$ cat src/rtl/cpu_pkg.sv
// Shared register-file constants and writeback-arbiter types for the CPU core.
package cpu_pkg;

    localparam int DATA_W = 16;
    localparam int ADDR_W = 3;
    localparam int NREG   = 1 << ADDR_W;

    // Round-robin priority pointer: which requester wins a tie.
    typedef enum logic {
        PRI_MEM = 1'b0,
        PRI_ALU = 1'b1
    } pri_t;

    typedef struct packed {
        logic [ADDR_W-1:0] addr;
        logic [DATA_W-1:0] data;
    } wb_req_t;

endpackage

$ cat src/rtl/wb_scoreboard.sv
// Pending-write scoreboard: one busy bit per register, with set/clear ports
// and the RAW/WAW hazard check used to gate instruction issue.
module wb_scoreboard
    import cpu_pkg::*;
#(
    parameter int ADDR_W = cpu_pkg::ADDR_W,
    localparam int NREG  = 1 << ADDR_W
) (
    input  logic              clk,
    input  logic              rst_n,
    input  logic              set_en,
    input  logic [ADDR_W-1:0] set_addr,
    input  logic              clr_en,
    input  logic [ADDR_W-1:0] clr_addr,
    input  logic [ADDR_W-1:0] rs1,
    input  logic [ADDR_W-1:0] rs2,
    input  logic [ADDR_W-1:0] rd,
    input  logic              rd_en,
    input  logic [ADDR_W-1:0] chk_addr,
    output logic [NREG-1:0]   busy_mask,
    output logic              hazard,
    output logic              chk_busy
);

    logic [NREG-1:0] busy_reg;
    logic [NREG-1:0] busy_next;

    // Set wins on paper, but issue gating guarantees set and clear never hit
    // the same register in one cycle.
    generate
        for (genvar gi = 0; gi < NREG; gi++) begin : g_bit
            assign busy_next[gi] =
                (set_en && (set_addr == ADDR_W'(gi))) ? 1'b1 :
                (clr_en && (clr_addr == ADDR_W'(gi))) ? 1'b0 :
                busy_reg[gi];
        end
    endgenerate

    always_ff @(posedge clk) begin
        if (!rst_n) begin
            busy_reg <= '0;
        end else begin
            busy_reg <= busy_next;
        end
    end

    assign busy_mask = busy_reg;
    assign hazard    = busy_reg[rs1] || busy_reg[rs2] || (rd_en && busy_reg[rd]);
    assign chk_busy  = busy_reg[chk_addr];

endmodule

$ cat src/rtl/reg_wb_arbiter.sv
// Register-file write-port controller: round-robin ALU/load writeback
// arbitration, registered write port, and scoreboard-based issue gating.
module reg_wb_arbiter #(
    parameter int DATA_W  = cpu_pkg::DATA_W,
    parameter int ADDR_W  = cpu_pkg::ADDR_W,
    localparam int NREG   = 1 << ADDR_W
) (
    input  logic              clk,
    input  logic              rst_n,
    input  logic              iss_valid,
    input  logic [ADDR_W-1:0] iss_rs1,
    input  logic [ADDR_W-1:0] iss_rs2,
    input  logic [ADDR_W-1:0] iss_rd,
    input  logic              iss_rd_en,
    output logic              iss_ready,
    input  logic              alu_wb_valid,
    input  logic [ADDR_W-1:0] alu_wb_addr,
    input  logic [DATA_W-1:0] alu_wb_data,
    output logic              alu_wb_ready,
    input  logic              mem_wb_valid,
    input  logic [ADDR_W-1:0] mem_wb_addr,
    input  logic [DATA_W-1:0] mem_wb_data,
    output logic              mem_wb_ready,
    output logic              reg_load,
    output logic [ADDR_W-1:0] reg_addr,
    output logic [DATA_W-1:0] reg_data,
    output logic [NREG-1:0]   busy_mask,
    output logic              wb_err
);
    import cpu_pkg::*;

    pri_t              ptr_reg;
    logic              reg_load_reg;
    logic [ADDR_W-1:0] reg_addr_reg;
    logic [DATA_W-1:0] reg_data_reg;
    logic              clr_owed_reg;
    logic              wb_err_reg;

    logic              alu_gnt;
    logic              mem_gnt;
    logic              any_gnt;
    logic [ADDR_W-1:0] gnt_addr;
    logic [DATA_W-1:0] gnt_data;
    logic              gnt_busy;
    logic              hazard;
    logic              issue_fire;

    always_comb begin
        alu_gnt  = rst_n && alu_wb_valid && (!mem_wb_valid || (ptr_reg == PRI_ALU));
        mem_gnt  = rst_n && mem_wb_valid && !alu_gnt;
        any_gnt  = alu_gnt || mem_gnt;
        gnt_addr = alu_gnt ? alu_wb_addr : mem_wb_addr;
        gnt_data = alu_gnt ? alu_wb_data : mem_wb_data;
    end

    assign iss_ready  = !reg_load_reg && !hazard;
    assign issue_fire = iss_valid && iss_ready && iss_rd_en;

    // The clear is decided at grant time so that a spurious write cannot wipe
    // a busy bit that an issue sets in the same cycle as the grant.
    wb_scoreboard #(.ADDR_W(ADDR_W)) u_sb (
        .clk       (clk),
        .rst_n     (rst_n),
        .set_en    (issue_fire),
        .set_addr  (iss_rd),
        .clr_en    (reg_load_reg && clr_owed_reg),
        .clr_addr  (reg_addr_reg),
        .rs1       (iss_rs1),
        .rs2       (iss_rs2),
        .rd        (iss_rd),
        .rd_en     (iss_rd_en),
        .chk_addr  (gnt_addr),
        .busy_mask (busy_mask),
        .hazard    (hazard),
        .chk_busy  (gnt_busy)
    );

    always_ff @(posedge clk) begin
        if (!rst_n) begin
            ptr_reg      <= PRI_MEM;
            reg_load_reg <= 1'b0;
            reg_addr_reg <= '0;
            reg_data_reg <= '0;
            clr_owed_reg <= 1'b0;
            wb_err_reg   <= 1'b0;
        end else begin
            reg_load_reg <= any_gnt;
            clr_owed_reg <= any_gnt && gnt_busy;
            if (any_gnt) begin
                reg_addr_reg <= gnt_addr;
                reg_data_reg <= gnt_data;
                ptr_reg      <= alu_gnt ? PRI_MEM : PRI_ALU;
                if (!gnt_busy) begin
                    wb_err_reg <= 1'b1;
                end
            end
        end
    end

    assign alu_wb_ready = alu_gnt;
    assign mem_wb_ready = mem_gnt;
    assign reg_load     = reg_load_reg;
    assign reg_addr     = reg_addr_reg;
    assign reg_data     = reg_data_reg;
    assign wb_err       = wb_err_reg;

endmodule

$ cat config.mk
export PLATFORM = sky130hd
export DESIGN_NAME = reg_wb_arbiter
export DESIGN_NICKNAME = d
export VERILOG_FILES = /design/src/rtl/cpu_pkg.sv /design/src/rtl/wb_scoreboard.sv /design/src/rtl/reg_wb_arbiter.sv
export SDC_FILE = /design/constraint.sdc
export NUM_CORES = 1
export LEC_CHECK = 0
export BUFFER_PORTS_ARGS = -buffer_cell sky130_fd_sc_hd__buf_2
export CAP_MARGIN = 15
export CORE_MARGIN = 8
export CORE_UTILIZATION = 30
export DETAILED_ROUTE_END_ITERATION = 10
export GPL_TIMING_DRIVEN = 0
export SLEW_MARGIN = 0
export SYNTH_ARGS = -nofsm -noshare
export SYNTH_HDL_FRONTEND = slang
export SYNTH_HIERARCHICAL = 1
export SYNTH_SLANG_ARGS = --single-unit
$ cat constraint.sdc
create_clock -name clk -period 4.42 [get_ports clk]
set_input_delay 0.442 -clock clk [delete_from_list [all_inputs] [get_ports clk]]
set_output_delay 0.442 -clock clk [all_outputs]
set_load 0.01 [all_outputs]
==> out/summary.txt, run 1 <==
Post-synth EDFFs -> 0
Mapped Nets -> 244
initial DRC count -> 55
Worst-Margin Slew -> 516 ps
switching power of the nets -> 192 uW
Hold Path Class -> in -> reg
clock share of power -> 32.8%
relative slew slack -> 65.6%
Period Utilization, post-route -> 57.8%
vias in the first global route -> 1,952
Clock Sinks -> 31
CTS Buffer Depth -> 2
crit path capture -> wb_err
root buffer cell -> clkbuf_8
vias -> 1,825
VDD IR-drop max -> 0.0000963 V
sequential-to-total area share from yosys stat -> 33.5%
required time worst endpoint -> 4640 ps
CTS-repair resized insts -> 0
pwr/cell area -> 278 nW/um2
path depth of the worst reg2reg path -> 8
vias per inst -> 5.11
fin area -> 2450 um2
Setup TNS Final -> 0 ps
LEAKAGE -> 0.00109 uW
Ports -> 85
DIE HEIGHT -> 94.6 um
Initial Utilization -> 31.1%
layout cells sized above 1 -> 43.6%
1st-pass router iterations -> 4
flop2flop setup slack -> 1870 ps
commonest non-fill, non-tap cell in the layout -> buf_2
Most used DFF post-synth -> dfxtp_1
endpoints failing setup -> 0
Critical Path Sink Type -> flip-flop
syn avg cell area -> 9.70 um2
WL/cell -> 16.2 um
H-tree levels -> 2
total global routing overflow -> 0
critical path class -> in -> reg
core area -> 5960 um2
Ys Warns -> 6
reg2reg end -> wb_err
cell count after synthesis -> 191
Int Pwr -> 491 uW
routability cong. -> 0.785
clock latency on the worst-skew pair -> 280 ps
CTS tree -> yes
Crit-path slowest cell -> mux4_1
HP Start -> alu_wb_data[14]
WP data arrival -> 2780 ps
Post-CTS Hold Buffers -> 0
RSZ-0062 raised after global routing -> no
DIE WIDTH -> 94.6 um
GR Util All Layers -> 13.2%
initial antenna violation count -> 0
Final Max Tran Viols -> 0
DRC -> 0
# diodes -> 0
Synth Register Bits -> 31
DP Wirelength -> 4440 um
CP Launch Type -> input pin
biggest area consumer among synthesized cells -> dfxtp_1
Setup Buffers After CTS -> 0
Hold Vio Cnt, Final -> 0
Sw Share -> 28.1%
post-route ant nets -> 0
P&R area growth vs syn -> 32.5%
total wire length -> 5790 um
min Tclk post-route -> 2550 ps
clock buffer count from CTS -> 5
Placed Area -> 2370 um2
sequential share of power -> 45.8%
flip-flop count of the largest register after layout -> 16
CP Launch Point -> rst_n
PortBufs -> 84
Synth cell types -> 31
first-pass GRT wire length -> 9400 um
Clk pin slew, worst setup/hold paths -> 70 ps
Area contributors post-synth -> dfxtp_1, nand2_1, o311ai_2, o311ai_4, nand3_1
outcome -> completed
nets -> 335
commonest cells after routing, fill and taps aside -> buf_2, nand2_1, dfxtp_1
Comb power frac -> 21.4%
Fin Clk Skew -> 5.84 ps
sequence of cells on the critical path -> buf_2, buf_6, and2_4, and2_4, buf_6, o21ai_0, mux4_1, mux2_2, nor3b_1, o21a_1
Mapped Area -> 1850 um2
top cell type's share of synthesized area -> 33.5%
num rows -> 28
top achievable clock speed -> 392 MHz
largest net degree at the start of global routing -> 11
worst-path fanout max -> 10
Max Cap Viol -> 0
asr flop ratio synth -> 0%
reg2reg start -> ptr_reg
die area -> 8950 um2
CP max stage delay -> 600 ps
[cell usage after synthesis, types with 3 or more instances]
cell	instances
nand2_1	44
clkbuf_1	4
inv_1	4
nor2_1	4
buf_2	5
mux4_1	4
o311ai_0	4
nand3_1	23
dfxtp_1	31
nand2b_1	5
o31ai_1	3
o311ai_2	10
nor2b_1	4
mux4_2	3
o311ai_4	5
a21boi_0	9
o21ai_0	9
mux2_2	3
[through the flow]
step	total power (uW)	util, %	instances	hold slack (ps)	setup slack, ps
after floorplan	400	-	191	451	1970
after global placement	466	39.7	350	447	1610
after CTS	698	41.2	357	405	1870
after detailed placement	467	39.7	350	455	1580
after global routing	718	41.2	357	417	1670
final	683	41.2	357	415	1870
[power groups by stage]
stage	clock network, uW	logic [uW]	registers, uW
floorplan	0	74.4	325
global placement	0	147	319
detailed placement	0	148	319
CTS	237	149	313
global route	240	162	316
finish	224	146	313
[worst min-delay path by stage]
stage                         endpoint  slack, ps  cells past startpoint
after CTS                 reg_data[14]        410                      3
after floorplan                ptr_reg        450                      2
after detailed placement   reg_data[8]        460                      2
final                     reg_data[14]        410                      3
after global placement    reg_data[14]        450                      2
after global routing      reg_data[15]        420                      3
[routing by layer]
| layer | vias up | share of wire, % | global-route usage, % |
|---|---|---|---|
| li1 | 884 | - | - |
| met4 | 0 | 1.6 | 5.46 |
| met2 | 80 | 47 | 21.1 |
| met1 | 855 | 41 | 16.3 |
| met5 | - | 0 | 0 |
| met3 | 6 | 9.9 | 3.65 |
[worst max-delay path: cells and delay by family]
family                 cells  cell delay, ps
muxes                      2             900
AOI/OAI and AO/OA          2             460
and+or+nand+nor            3             530
buffers and inverters      3             460
[final cells by class]
| class | count | area (um2) |
|---|---|---|
| buffer | 12 | 77.6 |
| fill | 636 | 3500 |
| timing repair buffer | 84 | 420 |
| clock buffer | 6 | 82.6 |
| multi-input combinational | 144 | 1140 |
| clock inverter | 1 | 5.00 |
| inverter | 4 | 15.0 |
| tap | 75 | 93.8 |
| sequential | 31 | 621 |
[cell families (layout without fill, tap and decap cells)]
group,after synthesis,in the layout,share of synthesized area (%)
AO/OA/AOI/OAI,43,43,26.2
multiplexers,12,12,12.2
AND/OR/NAND/NOR,89,89,23.1
buffers and inverters,16,107,5.00
flip-flops,31,31,33.5
Power figures use the tool's default switching activity.
==> inputs of run 2 (changes only) <==
==> constraint.sdc (replaced) <==
create_clock -name clk -period 2.5 [get_ports clk]
set_input_delay 0.25 -clock clk [delete_from_list [all_inputs] [get_ports clk]]
set_output_delay 0.25 -clock clk [all_outputs]
set_load 0.01 [all_outputs]
==> out/summary.txt, run 2 (same netlist as run 1, synthesis figures left out) <==
DRC -> 0
nets -> 335
Core Util, Final -> 41.2%
critical path class -> reg -> reg
Critical Path Sink Type -> flip-flop
Final Max Tran Viols -> 0
largest net degree at the start of global routing -> 11
layout cells sized above 1 -> 44.0%
flip-flop count of the largest register after layout -> 16
min Tclk post-route -> 2310 ps
Clk pin slew, worst setup/hold paths -> 70 ps
Placed Area -> 2370 um2
top achievable clock speed -> 432 MHz
root buffer cell -> clkbuf_8
Fin Clk Skew -> 6.07 ps
CP Launch Type -> flip-flop
die area -> 8950 um2
first-pass GRT wire length -> 9400 um
Crit-path slowest cell -> mux4_1
worst-path fanout max -> 10
Setup TNS Final -> 0 ps
total global routing overflow -> 0
fin area -> 2460 um2
Max Cap Viol -> 0
required time worst endpoint -> 2720 ps
dpl cells -> 350
CTS Buffer Depth -> 2
routability cong. -> 0.785
LEAKAGE -> 0.00110 uW
# diodes -> 0
P&R area growth vs syn -> 32.5%
Setup Buffers After CTS -> 0
WL/cell -> 16.2 um
Hold Path Class -> in -> reg
GR Util All Layers -> 13.2%
relative slew slack -> 68.4%
sequence of cells on the critical path -> nand2b_1, clkbuf_2, nand3_1, o21ai_1, mux4_1, mux2_2, nor3b_1, o21a_1
initial antenna violation count -> 0
commonest cells after routing, fill and taps aside -> buf_2, nand2_1, dfxtp_1
num rows -> 28
CP max stage delay -> 580 ps
endpoints failing setup -> 0
VDD IR-drop max -> 0.000170 V
DP Wirelength -> 4440 um
Initial Utilization -> 31.1%
Worst-Margin Slew -> 474 ps
clock latency on the worst-skew pair -> 280 ps
H-tree levels -> 2
post-route ant nets -> 0
RSZ-0062 raised after global routing -> no
Ports -> 85
final std cells w/o fill -> 357
final worst slack -> 187 ps
CTS tree -> yes
1st-pass router iterations -> 4
Hold Vio Cnt, Final -> 0
initial DRC count -> 55
total wire length -> 5800 um
Period Utilization, post-route -> 92.5%
DIE WIDTH -> 94.6 um
outcome -> completed
vias per inst -> 5.11
pwr/cell area -> 492 nW/um2
core area -> 5960 um2
DIE HEIGHT -> 94.6 um
Setup WS pre-CTS -> -143 ps
commonest non-fill, non-tap cell in the layout -> buf_2
WP data arrival -> 2530 ps
PortBufs -> 84
clock buffer count from CTS -> 5
vias -> 1,824
vias in the first global route -> 1,952
Clock Sinks -> 31
==> run 2: cell counts in the layout (fill, tap and decap cells not counted) <==
No cell type changed its count.
==> run 2: stage by stage <==
step                      hold WS, ps  total power [uW]
after floorplan                   404               707
after global placement            447               823
after detailed placement          455               826
after CTS                         213              1230
after global routing              225              1270
final                             220              1210
==> run 2: area by class of cell <==
cell class	count	area, um2
plain buffers	12	78.8
clock buffers	6	82.6
clock inverters	1	5.00
fillers	636	3500
inverters	4	15.0
multi-input cells	144	1140
flip-flops and latches	31	621
well taps	75	93.8
repair buffers	84	420
==> run 2: metal layers <==
layer	vias to the layer above	GRT usage (%)	share of wire (%)	wire [um]
li1	884	-	-	-
met1	852	16.3	41	2400
met2	82	21.1	47	2740
met3	6	3.65	9.9	573
met4	0	5.46	1.6	91
met5	-	0	0	0
==> run 2: final timing paths <==
check / from / end / slack, ps / cells past startpoint
worst max-delay path: ptr_reg / wb_err / 190 / 8
worst min-delay path: alu_wb_data[14] / reg_data[14] / 220 / 3
worst max register to register: ptr_reg / wb_err / 190 / 8
worst min register to register: reg_data[8] / reg_data[8] / 470 / 2
==> run 2: worst max-delay path: cells and delay by family (launching register included) <==
| kind | cells | cell delay (ps) |
|---|---|---|
| buf+inv | 1 | 260 |
| compound gates | 2 | 310 |
| mux | 2 | 880 |
| flops | 1 | 320 |
| simple gates | 3 | 480 |
==> run 2: where the power goes <==
group / switching, uW / leakage [uW] / internal (uW)
sequential: 24.2 / 0.000256 / 529
clock: 180 / 0.0000470 / 216
combinational: 135 / 0.000792 / 124
==> run 2: what timing repair did <==
item | in CTS | in global routing
cloned | 0 | 0
resized for setup | 1 | 1
hold buffers | 0 | 0
endpoints found under the setup margin | 1 | 1
pin swaps | 0 | 0
